**src/rtl/mux3_rr_arbiter.sv**
```systemverilog
// mux3_rr_arbiter: round-robin arbiter for three valid/ready requesters with a shared mux and a registered output.
// Define MUX3_ARB_HOLD_LIMIT_EN to force a grant release after MAX_HOLD accepted beats.
module mux3_rr_arbiter #(
   parameter int size     = 32,
   parameter int MAX_HOLD = 4
) (
   input  logic            clk_i,
   input  logic            rst_i,
   input  logic            valid0_i,
   input  logic            valid1_i,
   input  logic            valid2_i,
   input  logic [size-1:0] data0_i,
   input  logic [size-1:0] data1_i,
   input  logic [size-1:0] data2_i,
   output logic            ready0_o,
   output logic            ready1_o,
   output logic            ready2_o,
   output logic [size-1:0] data_o,
   output logic            valid_o,
   input  logic            ready_i,
   output logic [1:0]      select_o,
   output logic            busy_o
);
   typedef enum logic {IDLE, GRANT} state_t;
   state_t          state_q, state_d;
   logic [1:0]      sel_q, sel_d, last_q, last_d, n1, n2, pick;
   logic            valid_q, valid_d, vsel, accept, hold_done;
   logic [size-1:0] data_q, data_d, mux_data;
   logic [2:0]      v;
   function automatic logic vbit(input logic [2:0] vec, input logic [1:0] i);
      return i == 2'd0 ? vec[0] : i == 2'd1 ? vec[1] : vec[2];
   endfunction
   function automatic logic [1:0] inc3(input logic [1:0] i);
      return i == 2'd2 ? 2'd0 : i + 2'd1;
   endfunction
   assign v        = {valid2_i, valid1_i, valid0_i};
   assign vsel     = vbit(v, sel_q);
   assign accept   = state_q == GRANT && vsel && (!valid_q || ready_i);
   assign mux_data = sel_q == 2'd0 ? data0_i : sel_q == 2'd1 ? data1_i : data2_i;
   // scan order after the last holder: last+1, last+2, then last itself
   assign n1       = inc3(last_q);
   assign n2       = inc3(n1);
   assign pick     = vbit(v, n1) ? n1 : vbit(v, n2) ? n2 : last_q;
   assign ready0_o = accept && sel_q == 2'd0;
   assign ready1_o = accept && sel_q == 2'd1;
   assign ready2_o = accept && sel_q == 2'd2;
   assign data_o   = data_q;
   assign valid_o  = valid_q;
   assign select_o = sel_q;
   assign busy_o   = state_q == GRANT;
`ifdef MUX3_ARB_HOLD_LIMIT_EN
   logic [3:0] cnt_q, cnt_d;
   assign hold_done = accept && (cnt_q + 4'd1 == 4'(MAX_HOLD));
   always_comb begin
      cnt_d = state_q == IDLE ? 4'd0 : cnt_q + {3'd0, accept};
   end
   always_ff @(posedge clk_i or posedge rst_i) begin
      if (rst_i) cnt_q <= 4'd0;
      else       cnt_q <= cnt_d;
   end
`else
   logic [3:0] unused_hold;
   assign unused_hold = 4'(MAX_HOLD);
   assign hold_done   = 1'b0;
`endif
   always_comb begin
      state_d = state_q;
      sel_d   = sel_q;
      last_d  = last_q;
      valid_d = accept ? 1'b1 : ready_i ? 1'b0 : valid_q;
      data_d  = accept ? mux_data : data_q;
      if (state_q == IDLE) begin
         if (|v) begin
            sel_d   = pick;
            state_d = GRANT;
         end
      end else if (!vsel || hold_done) begin
         last_d  = sel_q;
         state_d = IDLE;
      end
   end
   always_ff @(posedge clk_i or posedge rst_i) begin
      if (rst_i) begin
         state_q <= IDLE;
         sel_q   <= 2'd0;
         last_q  <= 2'd2;
         valid_q <= 1'b0;
         data_q  <= '0;
      end else begin
         state_q <= state_d;
         sel_q   <= sel_d;
         last_q  <= last_d;
         valid_q <= valid_d;
         data_q  <= data_d;
      end
   end
endmodule

```
**config.mk**
```make
export PLATFORM = sky130hd
export DESIGN_NAME = mux3_rr_arbiter
export DESIGN_NICKNAME = d
export VERILOG_FILES = /design/src/rtl/mux3_rr_arbiter.sv
export SDC_FILE = /design/constraint.sdc
export NUM_CORES = 1
export LEC_CHECK = 0
export CAP_MARGIN = 20
export CORE_MARGIN = 2
export CORE_UTILIZATION = 38
export CTS_CLUSTER_DIAMETER = 100
export DETAILED_ROUTE_END_ITERATION = 16
export GPL_ROUTABILITY_DRIVEN = 0
export PLACE_DENSITY = 0.82
export SETUP_SLACK_MARGIN = 0.15
export SLEW_MARGIN = 20
export SYNTH_ARGS = -nofsm -noshare
export SYNTH_HDL_FRONTEND = slang
export SYNTH_SLANG_ARGS = --single-unit
```
**constraint.sdc**
```tcl
create_clock -name clk_i -period 1.93 [get_ports clk_i]
set_clock_uncertainty 0.1 [all_clocks]
set_input_delay 0.2895 -clock clk_i [delete_from_list [all_inputs] [get_ports clk_i]]
set_output_delay 0.2895 -clock clk_i [all_outputs]
set_load 0.02 [all_outputs]
```
==> results by group, run 1 <==
Global routing
  • Initial antenna violation count: 0
  • Vias in the first global route: 2,088
  • Total track usage: 18.7%
  • Largest net degree at the start of global routing: 39
  • Gr ovfl total: 0
  • First-pass GRT wire length: 9580 um

Power and ir drop
  • PD cells: 1500 mW/mm^2
  • Max VDD drop: 784 uV
  • Net Sw Frac: 38.2%
  • Pint: 3.77 mW
  • Reg power frac: 24.4%
  • Sw Pwr: 2.33 mW
  • Clock share of power: 8.9%
  • Leakage: 1.81 nW
  • Comb pwr share: 66.7%

Worst setup path
  • Crit path from: valid2_i
  • R2R cell count: 4
  • CP Capture Point: data_o[29]
  • Critical Path RT: 2.00 ns
  • Max Fanout on Critical Path: 16
  • CP arrival: 1.82 ns
  • Crit Path Class: in2reg
  • R2R Path Start: select_o[0]
  • CP endpoint kind: register
  • R2R Path End: data_o[18]
  • Reg2reg setup slack: 0.18 ns
  • CP startpoint kind: input pin

Floorplan
  • Die height: slightly above 80 um
  • Full die area: 0.00681 mm^2
  • Initial Util: 39.3%
  • Num rows: 28
  • Core ar.: 0.00596 mm^2
  • Die width: 82.5 um
  • IO Pins: 141

Timing
  • Worst hold slack: 0.257 ns
  • Max Clock Freq: 569 MHz
  • Final Hold Vio Count: 0
  • Finish-stage setup viols: 0
  • Least-Margin Pin Slew: between 0.3 and 0.4 ns
  • Tmin final: 1.76 ns
  • Max-slew violations: 0
  • Tcrit/Tclk final: 91.0%
  • RSZ-0062 raised after global routing: true
  • Slew HR: 77.5%
  • Setup TNS Final: 0 ns
  • Worst setup margin: roughly 0.17 ns

Routing
  • Antenna Violating Nets Remaining: 0
  • Vias post-DR: approximately 2,200
  • Via-to-Cell Ratio: 4.88
  • 1st-iter DRT viols: 56
  • Residual DRC count: 0
  • 1st-pass router iterations: 4
  • Post-DR wirelength/cell: 14.4 um
  • Routed WL: 6360 um

Final layout
  • Share of cells above drive strength 1: 18.8%
  • Final Core Density: 68.1%
  • Antenna fix cells: 0
  • Area Growth Syn to Fin: 73.1%
  • Fin nets: about 470

Clock tree
  • Clock transition at path regs: 0.07 ns
  • CTS root buf: clkbuf_8
  • CTS tree: done
  • Later-pin clock latency in the skew report: 0.28 ns
  • Longest Clk Path Bufs: 2
  • Number of CTS-inserted buffers: 5
  • Hold Buf Count CTS: 0
  • H-Tree Level Count: 2
  • Clock sinks: 38

Yosys
  • Unique masters post-synth: 27
  • Syn_nets: roughly 320
  • Share of Yosys cell area claimed by the top area cell type: 39.5%
  • Seq cells post-synth: 38
  • Top post-synthesis cells by area: dfrtp_1 40%, mux2_4 20%, mux2i_1 14%, o21ai_0 7.9%, nand2_1 5.4%
  • Yosys Warn Count: 0
  • Post-synthesis sequential area ratio: 40.6%
  • Post-Synthesis Cell Area: approximately 0.0023 mm^2
  • Synth area leader: dfrtp_1
  • Synthesized instance count: between 200 and 250
  • Avg Inst Size Synth: 10.7 um^2

Run status
  • Status: completed

Hold path
  • HP Class: in2async

Placement
  • Post-detail-place hpwl: 5010 um
  • Port-buffer cells: 140
  • Pre-CTS setup slack: -0.414 ns

Run
  • Max-cap viol count: 0
==> power by group through the flow <==
stage,registers [mW],clock network [mW],logic (mW)
finish,1.48,0.544,4.07
floorplan,1.92,0,2.11
global route,1.55,0.610,4.36
CTS,1.48,0.570,4.09
global placement,1.51,0,3.88
detailed placement,1.53,0,3.96
==> layout make-up <==
| class | count | area (um^2) |
|---|---|---|
| fillers | 479 | 1900 |
| repair buffers | 157 | 1570 |
| multi-input cells | 159 | 1320 |
| flip-flops and latches | 38 | 955 |
| well taps | 75 | 93.8 |
| clock buffers | 7 | 86.3 |
| inverters | 6 | 22.5 |
| clock inverters | 1 | 5.00 |
==> worst min path at each step <==
stage | slack, ns | to | cells past startpoint
floorplan | 0.38 | busy_o | 1
global placement | 0.39 | data_o[23] | 1
detailed placement | 0.39 | data_o[26] | 1
CTS | 0.26 | data_o[0] | 3
global route | 0.27 | data_o[20] | 3
finish | 0.26 | data_o[31] | 3
==> cells in the mapped netlist <==
library cell / instances
buf_6: 3
mux2i_1: 32
nand4b_1: 1
inv_1: 6
mux2_2: 2
nor4_1: 1
clkbuf_1: 7
buf_4: 2
a311oi_1: 1
o211a_1: 1
o2111a_2: 1
or3_1: 1
nand2b_1: 3
nor2_1: 4
o21ai_0: 37
mux2_4: 31
dfrtp_1: 37
nor2b_1: 1
dfstp_2: 1
nand2_1: 34
nor4b_1: 1
a311o_1: 1
and2_1: 1
nor3_1: 1
buf_2: 4
a21oi_1: 4
o32a_1: 1
==> logic make-up after synthesis <==
kind of cell    Yosys count  share of synthesized area, %
buf+inv                  22                          5.02
compound gates           46                          10.9
simple gates             48                          8.92
mux                      65                          34.5
flops                    38                          40.6
==> stage by stage <==
stage	instances	total power [mW]	area, um^2
final	443	6.09	4060
after detailed placement	431	5.49	3910
after floorplan	219	4.03	2370
after global placement	431	5.39	3910
after CTS	443	6.14	4030
after global routing	443	6.52	4060
==> repair_timing <==
action	CTS	global route
resized for setup	19	6
buffers inserted	4	0
pin swaps	0	1
setup endpoints to repair	36	35
==> worst max-delay path, stage by stage <==
cell and delay, ns:
clkdlybuf4s50_1 0.49, buf_4 0.14, nand2b_1 0.12, o2111a_2 0.26, buf_12 0.18, mux2_2 0.34
==> flip-flops by register name, indices dropped and copies added (netlist names) <==
name and flops:
data_o 32, busy_o 1, valid_o 1, last_q 2, select_o 2
==> cell usage in the layout, fill, tap and decap left out, drive strengths merged, types with 3 or more instances in the layout <==
cell type and instances:
clkbuf 7, dfrtp 37, o21ai 37, inv 6, nand2 34, mux2 33, dlygate4sd2 4, buf 20
nand2b 3, a21oi 4, nor2 4, clkdlybuf4s50 132, mux2i 32
==> metal layers <==
metal / global-route usage [%] / share of wire [%] / up-vias
met2: 32.9 / 50 / 92
li1: - / - / 1062
met5: 0 / 0 / -
met4: 5.57 / 1.4 / 0
met1: 22.0 / 39 / 998
met3: 5.43 / 9.5 / 10
No activity file was read; power rests on OpenSTA's default activity.
==> run 2, diff against run 1 <==
==> constraint.sdc (replaced) <==
create_clock -name clk_i -period 2 [get_ports clk_i]
set_clock_uncertainty 0.1 [all_clocks]
set_input_delay 0.3 -clock clk_i [delete_from_list [all_inputs] [get_ports clk_i]]
set_output_delay 0.3 -clock clk_i [all_outputs]
set_load 0.02 [all_outputs]
==> results by group, run 2 (synthesized netlist as in run 1, its figures left out) <==
Power and ir drop
  • Comb pwr share: 65.3% (-1.4 points)
  • Sw Pwr: 2.23 mW (-4.2%)
  • Reg power frac: 25.4% (+1.0 points)
  • Pint: 3.58 mW (-5.0%)
  • PD cells: 1450 mW/mm^2 (-3.6%)
  • Max VDD drop: 815 uV (+4.0%)
  • Pwr Total: 5.81 mW (-4.7%)
  • Leakage: 1.78 nW (-1.7%)
  • Net Sw Frac: 38.4% (+0.19 points)
  • Clock share of power: 9.3% (+0.4 points)

Worst setup path
  • CP Capture Point: data_o[18]
  • Reg2reg setup slack: 0.18 ns (about the same)
  • Crit path from: select_o[0]
  • CP max stage cell: dfrtp_2
  • R2R Path End: data_o[18]
  • R2R Path Start: select_o[0]
  • Critical Path RT: 2.06 ns (+0.06 ns)
  • Most Frequent Cell on Critical Path: mux2_4
  • Crit path buf inv count: 1 (-2)
  • Crit-path cells: mux2_4 > o2111a_2 > buf_12 > mux2_4
  • Max Fanout on Critical Path: 16 (unchanged)
  • CP startpoint kind: register
  • WP depth: 4 (-2)
  • CP arrival: 1.88 ns (+0.06 ns)
  • Delay-heaviest family, CP: multiplexers
  • CP endpoint kind: register
  • R2R cell count: 4 (unchanged)
  • Crit-path max cell delay: 0.49 ns (about the same)
  • Crit Path Class: reg2reg

Timing
  • Max Clock Freq: 549 MHz
  • Worst setup margin: 0.180 ns (+0.00654 ns)
  • RSZ-0062 raised after global routing: true
  • Least-Margin Pin Slew: 0.491 ns (+0.157 ns)
  • Finish-stage setup viols: 0 (unchanged)
  • Tcrit/Tclk final: 91.0%
  • Tmin final: roughly 1.8 ns
  • Max-slew violations: 0 (unchanged)
  • Worst hold slack: 0.338 ns (+0.0810 ns)
  • Final Hold Vio Count: 0 (unchanged)
  • Slew HR: 67.3% (-10 points)

Global routing
  • First-pass GRT wire length: 9600 um (+0.21%)
  • Gr ovfl total: 0 (unchanged)
  • Total track usage: 18.4% (-0.27 points)
  • Vias in the first global route: 2,119 (+1.5%)
  • Largest net degree at the start of global routing: 39 (unchanged)
  • Initial antenna violation count: 0 (unchanged)

Hold path
  • HP Class: in2async

Placement
  • Port-buffer cells: 140 (unchanged)
  • DP Area: 0.00390 mm^2 (-0.26%)
  • Post-detail-place hpwl: 5000 um (-0.11%)
  • Pre-CTS setup slack: -0.295 ns (+0.119 ns)

Floorplan
  • Die width: 82.5 um (unchanged)
  • Full die area: 0.00681 mm^2 (unchanged)
  • Initial Util: 39.3% (unchanged)
  • Core ar.: 0.00596 mm^2 (unchanged)
  • Num rows: 28 (unchanged)
  • IO Pins: 141 (unchanged)
  • Die height: 82.5 um (unchanged)

Final layout
  • Commonest non-fill, non-tap cell in the layout: clkdlybuf4s50_1
  • FILL cells: 494 (+3.1%)
  • Share of cells above drive strength 1: 18.0% (-0.72 points)
  • Most frequent cells in the layout: 134 x clkdlybuf4s50_1, 37 x o21ai_0, 35 x dfrtp_1
  • Fin nets: 467 (-0.43%)
  • Max reg flops: 32 (unchanged)
  • Antenna fix cells: 0 (unchanged)
  • Area Growth Syn to Fin: 71.2%
  • Design area: 0.00401 mm^2 (-1.1%)

Routing
  • Vias post-DR: 2,179 (+0.79%)
  • Residual DRC count: 0 (unchanged)
  • Post-DR wirelength/cell: 14.6 um (+1.6%)
  • Antenna Violating Nets Remaining: 0 (unchanged)
  • Via-to-Cell Ratio: 4.94 (+1.2%)
  • 1st-pass router iterations: 5 (+1)
  • 1st-iter DRT viols: 42 (-25%)
  • Routed WL: 6430 um (+1.1%)

Clock tree
  • Number of CTS-inserted buffers: 5 (unchanged)
  • CTS root buf: clkbuf_8
  • Later-pin clock latency in the skew report: 0.28 ns (about the same)
  • Clock transition at path regs: 0.08 ns (about the same)
  • Longest Clk Path Bufs: 2 (unchanged)
  • Clock sinks: 38 (unchanged)
  • CTS tree: done
  • H-Tree Level Count: 2 (unchanged)

Run
  • Max-cap viol count: 0 (unchanged)

Run status
  • Status: completed
==> run 2: power by group through the flow <==
stage	clock network [mW]	logic, mW	registers, mW
5_1_grt	0.589	4.07	1.54
3_3_place_gp	0	3.73	1.45
3_5_place_dp	0	3.79	1.46
6_report	0.539	3.79	1.48
2_1_floorplan	0	2.02	1.85
4_1_cts	0.554	3.80	1.46
==> run 2: how the worst min path moves through the flow <==
| stage | from | end | cells after the start |
|---|---|---|---|
| floorplan | rst_i | busy_o | 1 |
| global placement | data_o[23] | data_o[23] | 1 |
| detailed placement | data_o[25] | data_o[25] | 1 |
| CTS | rst_i | valid_o | 3 |
| global route | rst_i | data_o[25] | 3 |
| finish | rst_i | data_o[16] | 3 |
==> run 2: cell type report <==
| cell class | instances | area (um^2) | area share, % |
|---|---|---|---|
| well taps | 75 | 93.8 | 2.34 |
| repair buffers | 155 | 1540 | 38.4 |
| flip-flops and latches | 38 | 955 | 23.8 |
| inverters | 6 | 22.5 | 0.561 |
| clock buffers | 7 | 86.3 | 2.15 |
| clock inverters | 1 | 5.00 | 0.125 |
| multi-input cells | 159 | 1310 | 32.7 |
==> run 2: metrics by stage <==
| step | std cells | util [%] | TNS [ns] |
|---|---|---|---|
| after floorplan | 219 | - | 0 |
| after detailed placement | 432 | 65.4 | -2.27 |
| after global routing | 441 | 67.4 | 0 |
| after CTS | 440 | 66.8 | 0 |
| after global placement | 432 | 65.4 | -2.23 |
| final | 441 | 67.4 | 0 |
==> run 2: repair_timing <==
action,CTS,global route
hold buffers,0,0
pin swaps,0,2
resized for setup,19,5
setup buffers,0,1
endpoints found under the setup margin,5,5
==> run 2: worst reg2reg max path: cells and delay by family, from the launching register on <==
family,cells,cell delay (ns)
multiplexers,2,0.64
AO/OA/AOI/OAI,1,0.29
buffers and inverters,1,0.17
flip-flops,1,0.49
==> run 2: layer usage <==
layer	track usage, %	vias to the layer above	share of wire, %
li1	-	1069	-
met1	20.9	1021	40
met2	34.4	87	50
met3	5.43	2	9.2
met4	3.28	0	0.19
met5	0	-	0
